## src/rtl/voice_allocator.sv

```systemverilog
`default_nettype none
// ============================================================================
//  Module   : voice_allocator
//  Purpose  : Assigns note-on/note-off events to NBANKS voice slots and walks
//             the slots round-robin (one per clk_en) so the phase bank sees
//             voice k's MIDI note in the same clk_en cycle it processes bank k.
//             Note value 0 marks a silent slot.
//  Options  : VOICE_STEAL_EN - when defined, a note-on with no free slot
//             overwrites the slot at a rotating steal pointer instead of
//             being dropped.
//  Revision : 1.0 - initial release
// ============================================================================
module voice_allocator #(
    parameter int NBANKS = 10,
    parameter int SW     = 4
) (
    input  logic          clk,
    input  logic          rst,
    input  logic          clk_en,
    input  logic          i_ev_valid,
    output logic          o_ev_ready,
    input  logic          i_ev_on,
    input  logic [6:0]    i_ev_note,
    output logic [6:0]    o_midi,
    output logic [SW-1:0] o_slot,
    output logic [SW-1:0] o_active_cnt,
    output logic          o_steal,
    output logic          o_drop
);

    localparam logic [SW-1:0] c_LAST = SW'(NBANKS - 1);

    typedef enum logic [0:0] {
        S_IDLE   = 1'b0,
        S_COMMIT = 1'b1
    } state_t;

    state_t          r_state;
    state_t          w_next_state;

    logic [6:0]      r_table [NBANKS];
    logic            r_ev_on;
    logic [6:0]      r_ev_note;

    logic            w_latch;
    logic            w_wr_en;
    logic [SW-1:0]   w_wr_idx;
    logic [6:0]      w_wr_data;
    logic            w_inc;
    logic            w_dec;
    logic            w_steal;
    logic            w_drop;

    logic            w_match_found;
    logic [SW-1:0]   w_match_idx;
    logic            w_free_found;
    logic [SW-1:0]   w_free_idx;

    logic [SW-1:0]   w_next_slot;
    logic [6:0]      w_next_midi;

`ifdef VOICE_STEAL_EN
    logic [SW-1:0]   r_steal_ptr;
    logic            w_steal_adv;
`endif

    // Lowest-index slot holding the latched note, and lowest-index free slot.
    // Scanning downward lets the last hit (the lowest index) win.
    always_comb begin
        w_match_found = 1'b0;
        w_match_idx   = '0;
        w_free_found  = 1'b0;
        w_free_idx    = '0;
        for (int i = NBANKS - 1; i >= 0; i--) begin
            if (r_table[i] == r_ev_note) begin
                w_match_found = 1'b1;
                w_match_idx   = i[SW-1:0];
            end
            if (r_table[i] == 7'd0) begin
                w_free_found = 1'b1;
                w_free_idx   = i[SW-1:0];
            end
        end
    end

    // FSM next state plus event resolution; writes happen only in COMMIT.
    always_comb begin
        w_next_state = r_state;
        o_ev_ready   = 1'b0;
        w_latch      = 1'b0;
        w_wr_en      = 1'b0;
        w_wr_idx     = '0;
        w_wr_data    = 7'd0;
        w_inc        = 1'b0;
        w_dec        = 1'b0;
        w_steal      = 1'b0;
        w_drop       = 1'b0;
`ifdef VOICE_STEAL_EN
        w_steal_adv  = 1'b0;
`endif
        case (r_state)
            S_IDLE: begin
                o_ev_ready = 1'b1;
                if (i_ev_valid) begin
                    w_latch      = 1'b1;
                    w_next_state = S_COMMIT;
                end
            end
            S_COMMIT: begin
                w_next_state = S_IDLE;
                if (r_ev_on) begin
                    if (r_ev_note == 7'd0) begin
                        w_drop = 1'b1;
                    end else if (w_match_found) begin
                        // Retrigger of a sounding note: table left alone.
                        w_drop = 1'b0;
                    end else if (w_free_found) begin
                        w_wr_en   = 1'b1;
                        w_wr_idx  = w_free_idx;
                        w_wr_data = r_ev_note;
                        w_inc     = 1'b1;
                    end else begin
`ifdef VOICE_STEAL_EN
                        w_wr_en     = 1'b1;
                        w_wr_idx    = r_steal_ptr;
                        w_wr_data   = r_ev_note;
                        w_steal     = 1'b1;
                        w_steal_adv = 1'b1;
`else
                        w_drop = 1'b1;
`endif
                    end
                end else begin
                    // Note-off of 0 would match a silent slot; ignore it.
                    if ((r_ev_note != 7'd0) && w_match_found) begin
                        w_wr_en   = 1'b1;
                        w_wr_idx  = w_match_idx;
                        w_wr_data = 7'd0;
                        w_dec     = 1'b1;
                    end
                end
            end
            default: begin
                w_next_state = S_IDLE;
            end
        endcase
    end

    // FSM state register.
    always_ff @(posedge clk or posedge rst) begin
        if (rst) begin
            r_state <= S_IDLE;
        end else begin
            r_state <= w_next_state;
        end
    end

    // Capture the accepted event for resolution in the following cycle.
    always_ff @(posedge clk or posedge rst) begin
        if (rst) begin
            r_ev_on   <= 1'b0;
            r_ev_note <= 7'd0;
        end else if (w_latch) begin
            r_ev_on   <= i_ev_on;
            r_ev_note <= i_ev_note;
        end
    end

    // Voice slot table.
    always_ff @(posedge clk or posedge rst) begin
        if (rst) begin
            for (int i = 0; i < NBANKS; i++) begin
                r_table[i] <= 7'd0;
            end
        end else begin
            for (int i = 0; i < NBANKS; i++) begin
                if (w_wr_en && (w_wr_idx == i[SW-1:0])) begin
                    r_table[i] <= w_wr_data;
                end
            end
        end
    end

    // Active-voice count tracks fills and clears; a steal keeps it constant.
    always_ff @(posedge clk or posedge rst) begin
        if (rst) begin
            o_active_cnt <= '0;
        end else if (w_inc) begin
            o_active_cnt <= o_active_cnt + SW'(1);
        end else if (w_dec) begin
            o_active_cnt <= o_active_cnt - SW'(1);
        end
    end

    // One-cycle status pulses following COMMIT.
    always_ff @(posedge clk or posedge rst) begin
        if (rst) begin
            o_steal <= 1'b0;
            o_drop  <= 1'b0;
        end else begin
            o_steal <= w_steal;
            o_drop  <= w_drop;
        end
    end

`ifdef VOICE_STEAL_EN
    // Rotating victim pointer, advanced after each steal.
    always_ff @(posedge clk or posedge rst) begin
        if (rst) begin
            r_steal_ptr <= '0;
        end else if (w_steal_adv) begin
            r_steal_ptr <= (r_steal_ptr == c_LAST) ? '0 : r_steal_ptr + SW'(1);
        end
    end
`endif

    // Next slot of the walk and its note, forwarding a same-cycle write.
    always_comb begin
        w_next_slot = (o_slot == c_LAST) ? '0 : o_slot + SW'(1);
        w_next_midi = 7'd0;
        for (int i = 0; i < NBANKS; i++) begin
            if (w_next_slot == i[SW-1:0]) begin
                w_next_midi = r_table[i];
            end
        end
        if (w_wr_en && (w_wr_idx == w_next_slot)) begin
            w_next_midi = w_wr_data;
        end
    end

    // Round-robin slot walk; starts at NBANKS-1 so the first clk_en shows slot 0.
    always_ff @(posedge clk or posedge rst) begin
        if (rst) begin
            o_slot <= c_LAST;
            o_midi <= 7'd0;
        end else if (clk_en) begin
            o_slot <= w_next_slot;
            o_midi <= w_next_midi;
        end
    end

endmodule
`default_nettype wire

```

## config.mk

```make
export PLATFORM = sky130hd
export DESIGN_NAME = voice_allocator
export DESIGN_NICKNAME = d
export VERILOG_FILES = /design/src/rtl/voice_allocator.sv
export SDC_FILE = /design/constraint.sdc
export NUM_CORES = 1
export LEC_CHECK = 0
export CAP_MARGIN = 10
export CORE_MARGIN = 2
export CORE_UTILIZATION = 46
export CTS_CLUSTER_SIZE = 40
export DETAILED_ROUTE_END_ITERATION = 8
export SETUP_SLACK_MARGIN = 0.15
export SLEW_MARGIN = 20
export SYNTH_ARGS = -nofsm -noshare
export SYNTH_HDL_FRONTEND = slang
export SYNTH_SLANG_ARGS = --single-unit
```

## constraint.sdc

```tcl
create_clock -name clk -period 9.8 [get_ports clk]
set_input_delay 1.96 -clock clk [delete_from_list [all_inputs] [get_ports clk]]
set_output_delay 1.96 -clock clk [all_outputs]
set_load 0.02 [all_outputs]
```

==> results of run 1 <==
[worst max-delay path by stage]
stage	to	slack, ns	depth (start not counted)
6_report	r_table[49]	5.43	9
5_1_grt	r_table[55]	5.12	9
4_1_cts	r_table[51]	5.46	9
3_5_place_dp	r_table[51]	5.47	9
3_3_place_gp	r_table[51]	5.49	9
2_1_floorplan	o_active_cnt[0]	5.37	1
[layer usage]
| layer | global-route usage, % | part of all wire, % | vias up |
|---|---|---|---|
| met4 | 16.1 | 6.0 | 0 |
| met2 | 42.5 | 43 | 192 |
| met3 | 5.89 | 6.0 | 64 |
| met1 | 39.6 | 45 | 2570 |
| li1 | - | - | 2320 |
| met5 | 0 | 0 | - |
[kinds of logic (layout without fill, tap and decap cells)]
group | after synthesis | in the layout
and+or+nand+nor | 213 | 213
AOI/OAI and AO/OA | 128 | 128
DFF | 95 | 95
xor gates and xnor gates | 75 | 75
muxes | 65 | 65
buffers and inverters | 50 | 64
adders and majority gates | 3 | 3
other | 1 | 1
[registers in the layout (all words and copies together), names as in the netlist]
name,flops
o_active_cnt,4
o_drop,1
o_midi,7
o_slot,4
r_ev_note,7
r_ev_on,1
r_state,1
r_table,70
[critical path, delay by kind of cell, from the launching register on]
kind	cells	cell delay (ns)
muxes	1	0.40
DFF	1	0.81
and+or+nand+nor	6	2.58
AOI/OAI and AO/OA	1	0.25
xor gates and xnor gates	1	0.21
[synthesized netlist by cell type, drive strengths merged, types with 16 or more instances]
library cell and n:
mux2 62, nand3 18, nand2 60, nor3 21, a21oi 19, dfrtp 93, nor4 21, xnor2 38
inv 16, o21ai 38, clkbuf 21, xor2 37, nor2 33
[power groups by stage]
stage | Clock [uW] | Sequential [uW] | Combinational, uW
3_5_place_dp | 0 | 566 | 614
4_1_cts | 341 | 560 | 617
6_report | 334 | 564 | 626
3_3_place_gp | 0 | 565 | 611
5_1_grt | 359 | 573 | 682
2_1_floorplan | 0 | 520 | 455
[final cells by class]
| class | count | area (um2) | share of cell area, % |
|---|---|---|---|
| Timing Repair Buffer | 32 | 310 | 4.64 |
| Inverter | 16 | 62.6 | 0.935 |
| Clock buffer | 12 | 246 | 3.68 |
| Multi-Input combinational cell | 485 | 3450 | 51.5 |
| Sequential cell | 95 | 2380 | 35.6 |
| Tap cell | 172 | 215 | 3.22 |
| Clock inverter | 4 | 30.0 | 0.449 |
[stage by stage]
step           power [uW]  instance area, um2
6_report             1520                6690
5_1_grt              1610                6690
4_1_cts              1520                6690
3_5_place_dp         1180                6410
3_3_place_gp         1180                6410
2_1_floorplan         975                6060
==> flow_metrics.tcl, run 1 <==
set metrics [dict create \
    cts_resized 0 \
    setup_viol 0 \
    final_common_cell "dfrtp_1" \
    fin_util_pct 52.6 \
    yosys.area.top_type "dfrtp_1" \
    cp_data_arrival_time_ns 4.61 \
    synth-compound-area-share_pct 14.4 \
    synthCells 630 \
    die_x_um 119 \
    finalHoldViolCount 0 \
    worst_slack_ns 5.43 \
    antenna_found_initial 0 \
    instances_no_fill 816 \
    synth-simple-area-share_pct 18.8 \
    syn2layout_area_growth_pct 10.5 \
    r2r-start "r_ev_note[0]" \
    drv_cap 0 \
    place_hpwl_um 14400 \
    synth_edf_count 0 \
    p_per_area_nw_per_um2 228 \
    root_buffer "clkbuf_16" \
    cts_buffers 9 \
    post-route-drc-count 0 \
    row_count 41 \
    routabilityCongestion 0.992 \
    fin_skew_ns 0.0106 \
    hold_path.class "register to register" \
    slowest_stage "dfrtp_1" \
    synth_top_family_by_area "simple AND/OR/NAND/NOR gates" \
    ys_warn_count 0 \
    crit_path_start_kind "register" \
    cts_tree "yes" \
    nets 654 \
    crit_chain "xor2_1 > nor4_1 > and4_4 > or4_4 > nor4_4 > a21oi_1 > nor3_1 > nor3b_2 > mux2_2" \
    power.switching_uw 644 \
    synth_fp_nets 645 \
    swShare_pct 42.3 \
    synth-xor-area-share_pct 10.8 \
    grt_pass1_vias 4958 \
    viasPerCell 6.31 \
    async_flop_share_pct 100 \
    fin_crit_ns 4.37 \
    hold_path_depth 1 \
    fmaxAchievable_ghz 0.229 \
    die_height_um 119 \
    ys_ff_latch 95 \
    nFillCells 1204 \
    wirelength_um 19600 \
    whs_endpoint "o_active_cnt[3]" \
    required_ns 10.04 \
    portBuffers 28 \
    syn_area_um2 6060 \
    grt_overflow 0 \
    insertion_delay_ns 0.36 \
    clk_pin_slew_ns 0.07 \
    yosys-mux-area-fraction_pct 12.0 \
    fin_crit_sh_pct 44.5 \
    layout_common_cells "dfrtp_1 (93), mux2_2 (62), nand2_1 (60)" \
    avgSynthCellArea_um2 9.61 \
    slew_headroom_pct 38.9 \
    grt_pass1_wl_um 30400 \
    min-delay-start "o_active_cnt[3]" \
    pre_cts_slack_ns 5.47 \
    seqPwrFrac_pct 37.0 \
    clkPwrFrac_pct 21.9 \
    rsz0062_at_grt "false" \
    rrSetupSlack_ns 5.43 \
    worst_pin_slew_ns 0.915 \
    synthTopCellsByArea "dfrtp_1 (38%), mux2_2 (12%), xnor2_1 (5.5%), xor2_1 (5.4%), nand2_1 (3.7%)" \
    floorplan.initialDensity_pct 47.6 \
    synth.distinct_cells 68 \
    drive_gt1_share_pct 14.9 \
    grt_use_total_pct 28.9 \
    core_um2 12700 \
    cts-htree-levels 3 \
    ant_nets 0 \
    slowest_delay_ns 0.81 \
    path_class "register to register" \
    hold_buffers 0 \
    combPwrFrac_pct 41.1 \
    clk_path_buf_depth 2 \
    wl_per_cell_um 24.1 \
    worstPathMaxFanout 13 \
    synth_fa_ha_area_share_pct 0.744 \
    cp-end-kind "register" \
    synth_ff_type "dfrtp_1" \
    finalHoldWorstSlack_ns 0.479 \
    vias 5146 \
    worstReg2RegEnd "r_table[49]" \
    reg2reg_depth 9 \
    post-cts-setup-buffers 0 \
    p_int_uw 880 \
    ir_drop_mv 0.0833 \
    outcome "finished, final reports clean" \
    ys_seq_area_share_pct 39.3 \
    fin_setup_tns_ns 0 \
    cts.sink_count 95 \
    drt_iter0_drc 421 \
    num_io_pins 30 \
    power.leakage_uw 0.00289 \
    dieArea_um2 14100 \
    synth_top_area_share_pct 38.4 \
    dr.pass1.iters 5 \
    final_max_slew_viol_count 0 \
    startpoint "r_ev_note[0]" \
    placedCellCount 800 \
    grt_max_degree 51 \
    diodes 0 \
]
No activity file was read; power rests on OpenSTA's default activity.
==> inputs of run 2 (changes only) <==
--- a/config.mk
+++ b/config.mk
@@ -10,6 +10,7 @@
 export CORE_UTILIZATION = 46
 export CTS_CLUSTER_SIZE = 40
 export DETAILED_ROUTE_END_ITERATION = 8
+export PLACE_DENSITY = 0.66
 export SETUP_SLACK_MARGIN = 0.15
 export SLEW_MARGIN = 20
 export SYNTH_ARGS = -nofsm -noshare
==> constraint.sdc (replaced) <==
create_clock -name clk -period 3.5 [get_ports clk]
set_input_delay 0.7 -clock clk [delete_from_list [all_inputs] [get_ports clk]]
set_output_delay 0.7 -clock clk [all_outputs]
set_load 0.02 [all_outputs]
==> run 2 against run 1 <==
Worst hold slack got worse by 0.0066 ns. Non-clock buffer count is 75 higher. Fmax increased by 33%. Core utilization grew 7.7 points. Sequential power grew to 2.6 times the previous value. Critical path depth rose by 3. Clock skew grew 0.00063 ns. First-iteration DRC count up 65%. Combinational power grew to 3.6 times the previous value.
==> flow_metrics.tcl, run 2 (synthesis gave the netlist of run 1 again) <==
set metrics [dict create \
    setup_viol 0 \
    fin_util_pct 60.3 \
    grt_pass1_vias 5424 \
    cp-end-kind "register" \
    grt_max_degree 60 \
    grt_overflow 0 \
    die_height_um 119 \
    reg_top3 "r_table: 70 flops, o_midi: 7 flops, r_ev_note: 7 flops" \
    wirelength_um 22000 \
    place_hpwl_um 16400 \
    final_common_cell "dfrtp_1" \
    antenna_found_initial 0 \
    required_ns 3.75 \
    cts_buffers 9 \
    slew_headroom_pct 51.7 \
    ant_nets 0 \
    path_class "register to register" \
    cts.sink_count 95 \
    critical-path-top-delay-family "simple AND/OR/NAND/NOR gates" \
    hold_buffers 0 \
    path_buf_inv 2 \
    syn2layout_area_growth_pct 26.7 \
    diodes 0 \
    floorplan.initialDensity_pct 47.6 \
    clk_pin_slew_ns 0.07 \
    min-delay-start "o_active_cnt[3]" \
    finalHoldViolCount 0 \
    num_io_pins 30 \
    rsz0062_at_grt "true" \
    fin_skew_ns 0.0113 \
    hold_path_depth 1 \
    drt_iter0_drc 694 \
    crit_path_start_kind "register" \
    regMostFlops "r_table" \
    vias 5592 \
    routabilityCongestion 0.998 \
    slowest_stage "or4_4" \
    outcome "finished, final reports clean" \
    worst_pin_slew_ns 0.719 \
    largest_reg_flops 70 \
    crit_chain "buf_4 > xnor2_1 > nand4_1 > nor4_2 > or4_4 > buf_6 > or4_4 > a22o_1 > a31oi_4 > and2_4 > a21oi_4 > a221o_1" \
    whs_endpoint "o_active_cnt[3]" \
    dieArea_um2 14100 \
    rrSetupSlack_ns 0.21 \
    wl_per_cell_um 24.7 \
    nets 729 \
    final_max_slew_viol_count 0 \
    slowest_delay_ns 0.56 \
    power_uw 4780 \
    crit_top_cell "or4_4" \
    fmaxAchievable_ghz 0.304 \
    fin_crit_ns 3.29 \
    cp_data_arrival_time_ns 3.54 \
    row_count 41 \
    grt_use_total_pct 32.3 \
    drive_gt1_share_pct 30.6 \
    post-route-drc-count 0 \
    worstReg2RegEnd "o_midi[2]" \
    placedCellCount 853 \
    worstPathMaxFanout 5 \
    nFillCells 1099 \
    ir_drop_mv 0.331 \
    viasPerCell 6.28 \
    core_um2 12700 \
    die_x_um 119 \
    clk_path_buf_depth 2 \
    dr.pass1.iters 6 \
    portBuffers 28 \
    cts-htree-levels 3 \
    drv_cap 0 \
    insertion_delay_ns 0.37 \
    p_per_area_nw_per_um2 623 \
    fin_crit_sh_pct 94.0 \
    hold_path.class "register to register" \
    root_buffer "clkbuf_16" \
    r2r-start "r_ev_note[0]" \
    cts_tree "yes" \
    instances_no_fill 891 \
    layout_common_cells "dfrtp_1 (82), buf_4 (68), mux2_2 (62)" \
    grt_pass1_wl_um 34100 \
    power.leakage_uw 0.00335 \
    reg2reg_depth 12 \
]
==> run 2: changes by cell type in the layout (fill, tap and decap cells not counted), moves of 4 or more <==
| cell | previous run | this run |
|---|---|---|
| buf_12 | 0 | 4 |
| nor4_1 | 20 | 10 |
| buf_6 | 0 | 7 |
| xor2_2 | 0 | 5 |
| dfrtp_1 | 93 | 82 |
| buf_4 | 4 | 68 |
| xor2_1 | 37 | 31 |
| nor4_2 | 0 | 7 |
| dfrtp_2 | 0 | 11 |
==> run 2: what timing repair did <==
action	4_1_cts	5_1_grt
buffers inserted	10	12
setup endpoints to repair	48	76
pin swaps	4	17
gates resized for setup	16	54
==> run 2: cell type report <==
class | count | area (um2) | share of cell area [%]
clock inverters | 5 | 61.3 | 0.799
clock buffers | 11 | 253 | 3.29
repair buffers | 107 | 950 | 12.4
well taps | 172 | 215 | 2.80
flip-flops and latches | 95 | 2390 | 31.2
inverters | 16 | 61.3 | 0.799
multi-input cells | 485 | 3740 | 48.7
==> run 2: worst max path at each step <==
stage | cells past startpoint | slack [ns] | startpoint | to
2_1_floorplan | 12 | 0.17 | r_ev_note[5] | o_midi[2]
4_1_cts | 10 | 0.15 | r_ev_note[3] | o_midi[2]
6_report | 12 | 0.21 | r_ev_note[0] | o_midi[2]
3_3_place_gp | 10 | 0.02 | r_table[9] | o_midi[4]
3_5_place_dp | 10 | -0.02 | r_ev_note[1] | o_midi[5]
5_1_grt | 13 | 0.12 | r_table[9] | o_active_cnt[3]
==> run 2: routing by layer <==
metal | track usage [%] | wire (um)
met4 | 10.6 | 643
met3 | 6.85 | 1840
met2 | 49.7 | 10100
met1 | 45.3 | 9440
met5 | 0 | 0
==> run 2: stage by stage <==
| step | setup TNS [ns] | setup WS, ns | hold WS (ns) | area [um2] |
|---|---|---|---|---|
| 6_report | 0 | 0.209 | 0.473 | 7670 |
| 5_1_grt | 0 | 0.122 | 0.507 | 7670 |
| 4_1_cts | 0 | 0.153 | 0.485 | 7310 |
| 3_5_place_dp | -0.0399 | -0.0240 | 0.475 | 6860 |
| 3_3_place_gp | 0 | 0.0213 | 0.463 | 6860 |
| 2_1_floorplan | 0 | 0.172 | 0.505 | 6060 |
==> run 2: where the power goes <==
part / switching, uW / internal (uW)
Clock: 465 / 598
Sequential: 212 / 1240
Combinational: 1340 / 926
